[config.mk]
export PLATFORM = sky130hd
export DESIGN_NAME = simple_axi_to_axi_read
export DESIGN_NICKNAME = d
export VERILOG_FILES = /design/src/rtl/simple_axi_to_axi_read_pkg.sv /design/src/rtl/simple_axi_read_burst_calc.sv /design/src/rtl/simple_axi_to_axi_read.sv
export SDC_FILE = /design/constraint.sdc
export NUM_CORES = 1
export LEC_CHECK = 0
export CAP_MARGIN = 30
export CORE_MARGIN = 2
export CORE_UTILIZATION = 49
export CTS_BUF_LIST = sky130_fd_sc_hd__clkbuf_8 sky130_fd_sc_hd__clkbuf_16
export DETAILED_ROUTE_END_ITERATION = 8
export DONT_BUFFER_PORTS = 1
export PLACE_DENSITY = 0.7
export SLEW_MARGIN = 20
export SYNTH_ARGS = -nofsm -noshare
export SYNTH_HDL_FRONTEND = slang
export SYNTH_SLANG_ARGS = --single-unit
[constraint.sdc]
create_clock -name clk_i -period 5.3 [get_ports clk_i]
set_input_delay 1.06 -clock clk_i [delete_from_list [all_inputs] [get_ports clk_i]]
set_output_delay 1.06 -clock clk_i [all_outputs]
set_load 0.02 [all_outputs]
[src/rtl/simple_axi_to_axi_read_pkg.sv]
// Shared definitions for the simple-to-AXI read bridge: FSM states,
// fixed AXI encodings and the burst-shaping limits.
package simple_axi_to_axi_read_pkg;

    typedef enum logic [2:0] {
        ST_IDLE = 3'd0,
        ST_CALC = 3'd1,
        ST_ADDR = 3'd2,
        ST_DATA = 3'd3,
        ST_GAP  = 3'd4
    } state_t;

    localparam logic [2:0] SIZE_4B    = 3'b010;
    localparam logic [1:0] BURST_INCR = 2'b01;
    localparam logic [1:0] RESP_OKAY  = 2'b00;

    localparam int MAX_BURST_BEATS = 256;
    localparam int BOUNDARY_4K     = 4096;
    localparam int WORD_BYTES      = 4;

endpackage

[src/rtl/simple_axi_read_burst_calc.sv]
// Burst sizing: picks the beat count of the next burst so that it never
// exceeds the remaining request, the AXI4 256-beat limit, or the 4 KB page.
module simple_axi_read_burst_calc
    import simple_axi_to_axi_read_pkg::*;
#(
    parameter int LEN_W     = 20,
    parameter int AXI_LEN_W = 8
)
(
    input  logic [9:0]           word_off_i,
    input  logic [LEN_W-1:0]     remaining_i,
    output logic [AXI_LEN_W:0]   beats_o,
    output logic [AXI_LEN_W-1:0] arlen_o
);

    localparam int ROOM_W = $clog2(BOUNDARY_4K / WORD_BYTES) + 1;
    localparam int CNT_W  = AXI_LEN_W + 1;

    logic [ROOM_W-1:0] room;
    logic [CNT_W-1:0]  cap;

    // Take the smallest of page room, burst limit and remaining beats
    always_comb begin
        room = ROOM_W'(BOUNDARY_4K / WORD_BYTES) - ROOM_W'(word_off_i);
        if (room >= ROOM_W'(MAX_BURST_BEATS)) begin
            cap = CNT_W'(MAX_BURST_BEATS);
        end else begin
            cap = room[CNT_W-1:0];
        end
        if (remaining_i < LEN_W'(cap)) begin
            beats_o = remaining_i[CNT_W-1:0];
        end else begin
            beats_o = cap;
        end
        arlen_o = beats_o[AXI_LEN_W-1:0] - AXI_LEN_W'(1);
    end

endmodule

[src/rtl/simple_axi_to_axi_read.sv]
// Simple read master to AXI4 read bridge. Splits one byte-length request into
// page-safe INCR bursts and forwards each returned word to the simple side.
module simple_axi_to_axi_read
    import simple_axi_to_axi_read_pkg::*;
#(
    parameter int AXI_ADDR_W = 32,
    parameter int AXI_DATA_W = 32,
    parameter int AXI_LEN_W  = 8,
    parameter int AXI_ID_W   = 1,
    parameter int LEN_W      = 20
)
(
    input  logic                  clk_i,
    input  logic                  rst_i,
    input  logic                  m_rvalid_i,
    input  logic [AXI_ADDR_W-1:0] m_raddr_i,
    input  logic [LEN_W-1:0]      m_rlen_i,
    output logic                  m_rready_o,
    output logic [AXI_DATA_W-1:0] m_rdata_o,
    output logic                  m_rlast_o,
    output logic                  error_o,
    output logic [AXI_ID_W-1:0]   axi_arid_o,
    output logic [AXI_ADDR_W-1:0] axi_araddr_o,
    output logic [AXI_LEN_W-1:0]  axi_arlen_o,
    output logic [2:0]            axi_arsize_o,
    output logic [1:0]            axi_arburst_o,
    output logic [1:0]            axi_arlock_o,
    output logic [3:0]            axi_arcache_o,
    output logic [2:0]            axi_arprot_o,
    output logic [3:0]            axi_arqos_o,
    output logic                  axi_arvalid_o,
    input  logic                  axi_arready_i,
    input  logic [AXI_ID_W-1:0]   axi_rid_i,
    input  logic [AXI_DATA_W-1:0] axi_rdata_i,
    input  logic [1:0]            axi_rresp_i,
    input  logic                  axi_rlast_i,
    input  logic                  axi_rvalid_i,
    output logic                  axi_rready_o
);

    state_t                state_q, state_d;
    logic [AXI_ADDR_W-1:0] addr_q, addr_d;
    logic [AXI_ADDR_W-1:0] araddr_q, araddr_d;
    logic [LEN_W-1:0]      remaining_q, remaining_d;
    logic [AXI_LEN_W-1:0]  arlen_q, arlen_d;
    logic [AXI_LEN_W-1:0]  beat_cnt_q, beat_cnt_d;
    logic [AXI_LEN_W:0]    burst_n_q, burst_n_d;
    logic                  arvalid_q, arvalid_d;
    logic                  error_q, error_d;
    logic                  zero_len_q, zero_len_d;

    logic [AXI_LEN_W:0]    calc_beats;
    logic [AXI_LEN_W-1:0]  calc_arlen;
    logic [LEN_W-1:0]      req_beats;
    logic                  beat_fire;
    logic                  last_beat;
    logic                  zero_pulse;
    logic                  unused_inputs;

    simple_axi_read_burst_calc #(
        .LEN_W     (LEN_W),
        .AXI_LEN_W (AXI_LEN_W)
    ) u_burst_calc (
        .word_off_i  (addr_q[11:2]),
        .remaining_i (remaining_q),
        .beats_o     (calc_beats),
        .arlen_o     (calc_arlen)
    );

    // Byte length to word count, rounding a trailing partial word up; zero stays zero
    always_comb begin
        if (m_rlen_i == '0) begin
            req_beats = '0;
        end else begin
            req_beats = ((m_rlen_i - LEN_W'(1)) >> 2) + LEN_W'(1);
        end
    end

    assign beat_fire  = (state_q == ST_DATA) && axi_rvalid_i;
    assign last_beat  = (beat_cnt_q == arlen_q);
    assign zero_pulse = (state_q == ST_GAP) && zero_len_q;

    assign m_rready_o = beat_fire || zero_pulse;
    assign m_rlast_o  = (beat_fire && last_beat && (remaining_q == '0)) || zero_pulse;
    assign m_rdata_o  = zero_pulse ? '0 : axi_rdata_i;
    assign error_o    = error_q;

    assign axi_arid_o    = '0;
    assign axi_araddr_o  = araddr_q;
    assign axi_arlen_o   = arlen_q;
    assign axi_arsize_o  = SIZE_4B;
    assign axi_arburst_o = BURST_INCR;
    assign axi_arlock_o  = 2'b00;
    assign axi_arcache_o = 4'b0000;
    assign axi_arprot_o  = 3'b000;
    assign axi_arqos_o   = 4'b0000;
    assign axi_arvalid_o = arvalid_q;
    assign axi_rready_o  = (state_q == ST_DATA);

    assign unused_inputs = ^{axi_rid_i, m_raddr_i[1:0]};

    // Next-state and next-register values for the request sequencer
    always_comb begin
        state_d     = state_q;
        addr_d      = addr_q;
        araddr_d    = araddr_q;
        remaining_d = remaining_q;
        arlen_d     = arlen_q;
        beat_cnt_d  = beat_cnt_q;
        burst_n_d   = burst_n_q;
        arvalid_d   = arvalid_q;
        error_d     = error_q;
        zero_len_d  = zero_len_q;
        case (state_q)
            ST_IDLE: begin
                if (m_rvalid_i) begin
                    addr_d      = {m_raddr_i[AXI_ADDR_W-1:2], 2'b00};
                    remaining_d = req_beats;
                    error_d     = 1'b0;
                    state_d     = ST_CALC;
                end
            end
            ST_CALC: begin
                if (remaining_q == '0) begin
                    zero_len_d = 1'b1;
                    state_d    = ST_GAP;
                end else begin
                    araddr_d  = addr_q;
                    arlen_d   = calc_arlen;
                    burst_n_d = calc_beats;
                    arvalid_d = 1'b1;
                    state_d   = ST_ADDR;
                end
            end
            ST_ADDR: begin
                if (axi_arready_i) begin
                    arvalid_d   = 1'b0;
                    remaining_d = remaining_q - LEN_W'(burst_n_q);
                    addr_d      = addr_q + AXI_ADDR_W'({burst_n_q, 2'b00});
                    beat_cnt_d  = '0;
                    state_d     = ST_DATA;
                end
            end
            ST_DATA: begin
                if (axi_rvalid_i) begin
                    beat_cnt_d = beat_cnt_q + AXI_LEN_W'(1);
                    if ((axi_rresp_i != RESP_OKAY) || (axi_rlast_i != last_beat)) begin
                        error_d = 1'b1;
                    end
                    if (last_beat) begin
                        state_d = ST_GAP;
                    end
                end
            end
            ST_GAP: begin
                zero_len_d = 1'b0;
                if (remaining_q == '0) begin
                    state_d = ST_IDLE;
                end else begin
                    state_d = ST_CALC;
                end
            end
            default: begin
                state_d = ST_IDLE;
            end
        endcase
    end

    // State and registered outputs; reset drops any burst in flight
    always_ff @(posedge clk_i or negedge rst_i) begin
        if (!rst_i) begin
            state_q     <= ST_IDLE;
            addr_q      <= '0;
            araddr_q    <= '0;
            remaining_q <= '0;
            arlen_q     <= '0;
            beat_cnt_q  <= '0;
            burst_n_q   <= '0;
            arvalid_q   <= 1'b0;
            error_q     <= 1'b0;
            zero_len_q  <= 1'b0;
        end else begin
            state_q     <= state_d;
            addr_q      <= addr_d;
            araddr_q    <= araddr_d;
            remaining_q <= remaining_d;
            arlen_q     <= arlen_d;
            beat_cnt_q  <= beat_cnt_d;
            burst_n_q   <= burst_n_d;
            arvalid_q   <= arvalid_d;
            error_q     <= error_d;
            zero_len_q  <= zero_len_d;
        end
    end

endmodule

==> flow_metrics.env <==
export IMPL_cpMostUsedCell="ha_1"
export IMPL_drv_slew=0
export IMPL_antenna_found_initial=0
export IMPL_htreeDepth=3
export IMPL_firstDrtPassIters=5
export IMPL_syn_to_final_growth_pct=4.72
export IMPL_ys_seq_area_share_pct=35.3
export IMPL_cp_cell_sequence="inv_1 -> ha_1 -> nor3b_2 -> nand3_1 -> mux2i_2 -> buf_4 -> nand2_1 -> ha_1 -> and3_1 -> nand3_1 -> or2_2 -> o211ai_1 -> buf_4 -> nor2_1 -> a31oi_1 -> ha_1 -> inv_1 -> a21oi_1 -> mux2i_1 -> xnor2_1 -> o21ai_1"
export IMPL_cts_sinks=111
export IMPL_arrival_ns=4.83
export IMPL_grt_start_max_net_pins=112
export IMPL_cts_setup_buffers=0
export IMPL_yosys_area_top_type="dfrtp_1"
export IMPL_hold_viol=0
export IMPL_reg2reg_depth=21
export IMPL_first_global_vias=6272
export IMPL_place_gp_congestion=0.899
export IMPL_r2r_start="addr_q[3]$_DFFE_PN0P_"
export IMPL_rsz0062_at_grt="no"
export IMPL_totalPowerFinal_uw=5570
export IMPL_synthArstFlopShare_pct=100
export IMPL_hpwlAfterDp_um=15400
export IMPL_timing_rr_end="axi_arlen_o[6]$_DFFE_PN0P_"
export IMPL_fin_setup_tns_ns=0
export IMPL_p_per_area_nw_per_um2=675
export IMPL_synth_area_per_cell_um2=8.18
export IMPL_hp_class="input port to asynchronous set/reset pin"
export IMPL_ys_flop_type="dfrtp_1"
export IMPL_cp_end_kind="flop"
export IMPL_cts_clk_slew_worst_paths_ns=0.08
export IMPL_wire_per_inst_um=18.0
export IMPL_core_um2=15800
export IMPL_ys_ff_latch=111
export IMPL_vias_per_cell=5.96
export IMPL_syn_area_um2=7870
export IMPL_drt_iter0_markers=629
export IMPL_drv_cap=0
export IMPL_clock_latency_ns=0.36
export IMPL_critical_path_class="flop to flop"
export IMPL_hold_ws_ns=0.393
export IMPL_grt_usage_pct=24.5
export IMPL_grt_overflow_total=0
export IMPL_max_slew_margin_rel_pct=40.2
export IMPL_grt_pass1_wl_um=32900
export IMPL_die_h_um=131
export IMPL_worst_pin_slew_ns=0.892
export IMPL_fin_crit_sh_pct=86.8
export IMPL_endpoint="axi_arlen_o[6]$_DFFE_PN0P_"
export IMPL_synth_edf_count=0
export IMPL_yosys_warnings=0
export IMPL_n_antenna_cell=0
export IMPL_crit_path_max_incr_delay_ns=0.40
export IMPL_syn_inst=962
export IMPL_vias=6849
export IMPL_drive_gt1_share_pct=6.00
export IMPL_layout_commonest_cell="nand2_1"
export IMPL_startpoint="addr_q[3]$_DFFE_PN0P_"
export IMPL_p_leak_uw=0.00353
export IMPL_synthTopCellsByArea="dfrtp_1 (35%), nand2_1 (7.2%), ha_1 (4.8%)"
export IMPL_drcViolationCount=0
export IMPL_setup_slack_ns=0.701
export IMPL_timing_critical_path_buf_inv=4
export IMPL_peakVddDrop_mv=0.373
export IMPL_die_x_um=131
export IMPL_synth_top_area_share_pct=35.3
export IMPL_place_ws_ns=0.516
export IMPL_io_buffers=0
export IMPL_required_ns=5.53
export IMPL_clockRootBuffer="clkbuf_16"
export IMPL_crit_fanout=18
export IMPL_critPathLaunchType="flop"
export IMPL_fmax_mhz=217
export IMPL_cts_buffer_depth=2
export IMPL_cts_tree="yes"
export IMPL_final_cell_mix="nand2_1 (151), dfrtp_1 (111), nor2_1 (67)"
export IMPL_ioPinCount=189
export IMPL_fp_row_count=46
export IMPL_status="completed"
export IMPL_crit_family="simple AND/OR/NAND/NOR gates"
export IMPL_setup_viol=0
export IMPL_drtAntennaViolNets=0
export IMPL_routed_wl_um=20700
export IMPL_r2r_setup_slack_ns=0.70
export IMPL_synth_cell_types=80
export IMPL_period_minus_slack_ns=4.60
export IMPL_die_area_um2=17100
export IMPL_skew_ns=0.0105
export IMPL_nets=1054
export IMPL_cts_made_buffers=9
export IMPL_crit_slowest_cell="dfrtp_1"
export IMPL_cp_depth=21
export IMPL_start_util_pct=49.9
-- sequential cells by signal (all words and copies together), names as in the netlist --
signal         flops
addr_q            30
axi_araddr_o      30
remaining_q       20
burst_n_q          9
axi_arlen_o        8
beat_cnt_q         8
state_q            3
axi_arvalid_o      1
error_o            1
zero_len_q         1
-- synthesized netlist by cell type (all sizes together) (4+ instances only) --
master,number
nor2b,40
nand3,28
o21ai,62
a21oi,43
or2,5
dfrtp,111
nand4,18
o22ai,4
and2,8
a211oi,14
mux2i,7
a31oi,8
o221ai,5
nand2,151
o21a,12
o31ai,4
ha,30
mux2,5
xnor2,35
nor2,69
o22a,5
or4,7
and3,21
o211ai,13
or3,21
clkbuf,42
and4,4
inv,33
xor2,19
a21o,8
nor4,8
nor3,31
a32oi,5
buf,31
-- metrics by stage --
| step | std cells | instance area [µm²] | util (%) |
|---|---|---|---|
| global route | 1149 | 8240 | 52.3 |
| finish | 1149 | 8240 | 52.3 |
| global placement | 1133 | 7930 | 50.3 |
| floorplan | 981 | 7940 | - |
| detailed placement | 1134 | 7930 | 50.3 |
| CTS | 1149 | 8230 | 52.2 |
-- logic make-up (layout without fill, tap and decap cells) --
group	after synthesis	in the layout	synth area share [%]
xor+xnor	54	54	6.01
buf+inv	106	58	6.31
other cells	2	21	0.0954
fa+ha+maj	32	32	5.28
simple gates	426	426	26.8
mux	12	12	1.61
compound gates	219	219	18.6
flops	111	111	35.3
-- cell type report --
type	instances	area [µm²]
Multi-Input combinational cell	764	4690
Clock inverter	5	65.1
Tap cell	216	270
Inverter	33	124
Timing Repair Buffer	10	72.6
Sequential cell	111	2780
Clock buffer	10	239
Fill cell	1504	7530
-- power by group --
part / total [µW] / internal (µW) / switching, µW / leakage (µW)
combinational: 2920 / 1130 / 1790 / 0.00205
sequential: 1940 / 1250 / 687 / 0.00134
clock: 709 / 382 / 326 / 0.000143
-- per-layer routing --
layer / wire length, µm / GRT usage (%) / vias up
met5: 0 / 0 / -
met1: 8900 / 31.9 / 3274
met3: 1320 / 5.78 / 28
li1: - / - / 3310
met4: 486 / 6.76 / 0
met2: 9960 / 41.1 / 237
-- repair_timing --
item,CTS,global route
hold buffers,0,0
endpoints found under the setup margin,0,2
resized for setup,0,2
-- worst min path at each step --
stage	start	endpoint	slack, ns	cells past startpoint
final	rst_i	addr_q[10]$_DFFE_PN0P_	0.39	0
after global routing	rst_i	axi_araddr_o[14]$_DFFE_PN0P_	0.37	0
after CTS	rst_i	axi_araddr_o[14]$_DFFE_PN0P_	0.38	0
after detailed placement	addr_q[14]$_DFFE_PN0P_	axi_araddr_o[14]$_DFFE_PN0P_	0.49	2
after global placement	addr_q[14]$_DFFE_PN0P_	axi_araddr_o[14]$_DFFE_PN0P_	0.49	2
after floorplan	addr_q[14]$_DFFE_PN0P_	axi_araddr_o[14]$_DFFE_PN0P_	0.45	2
Note: power is estimated with default switching activity, not from simulation.
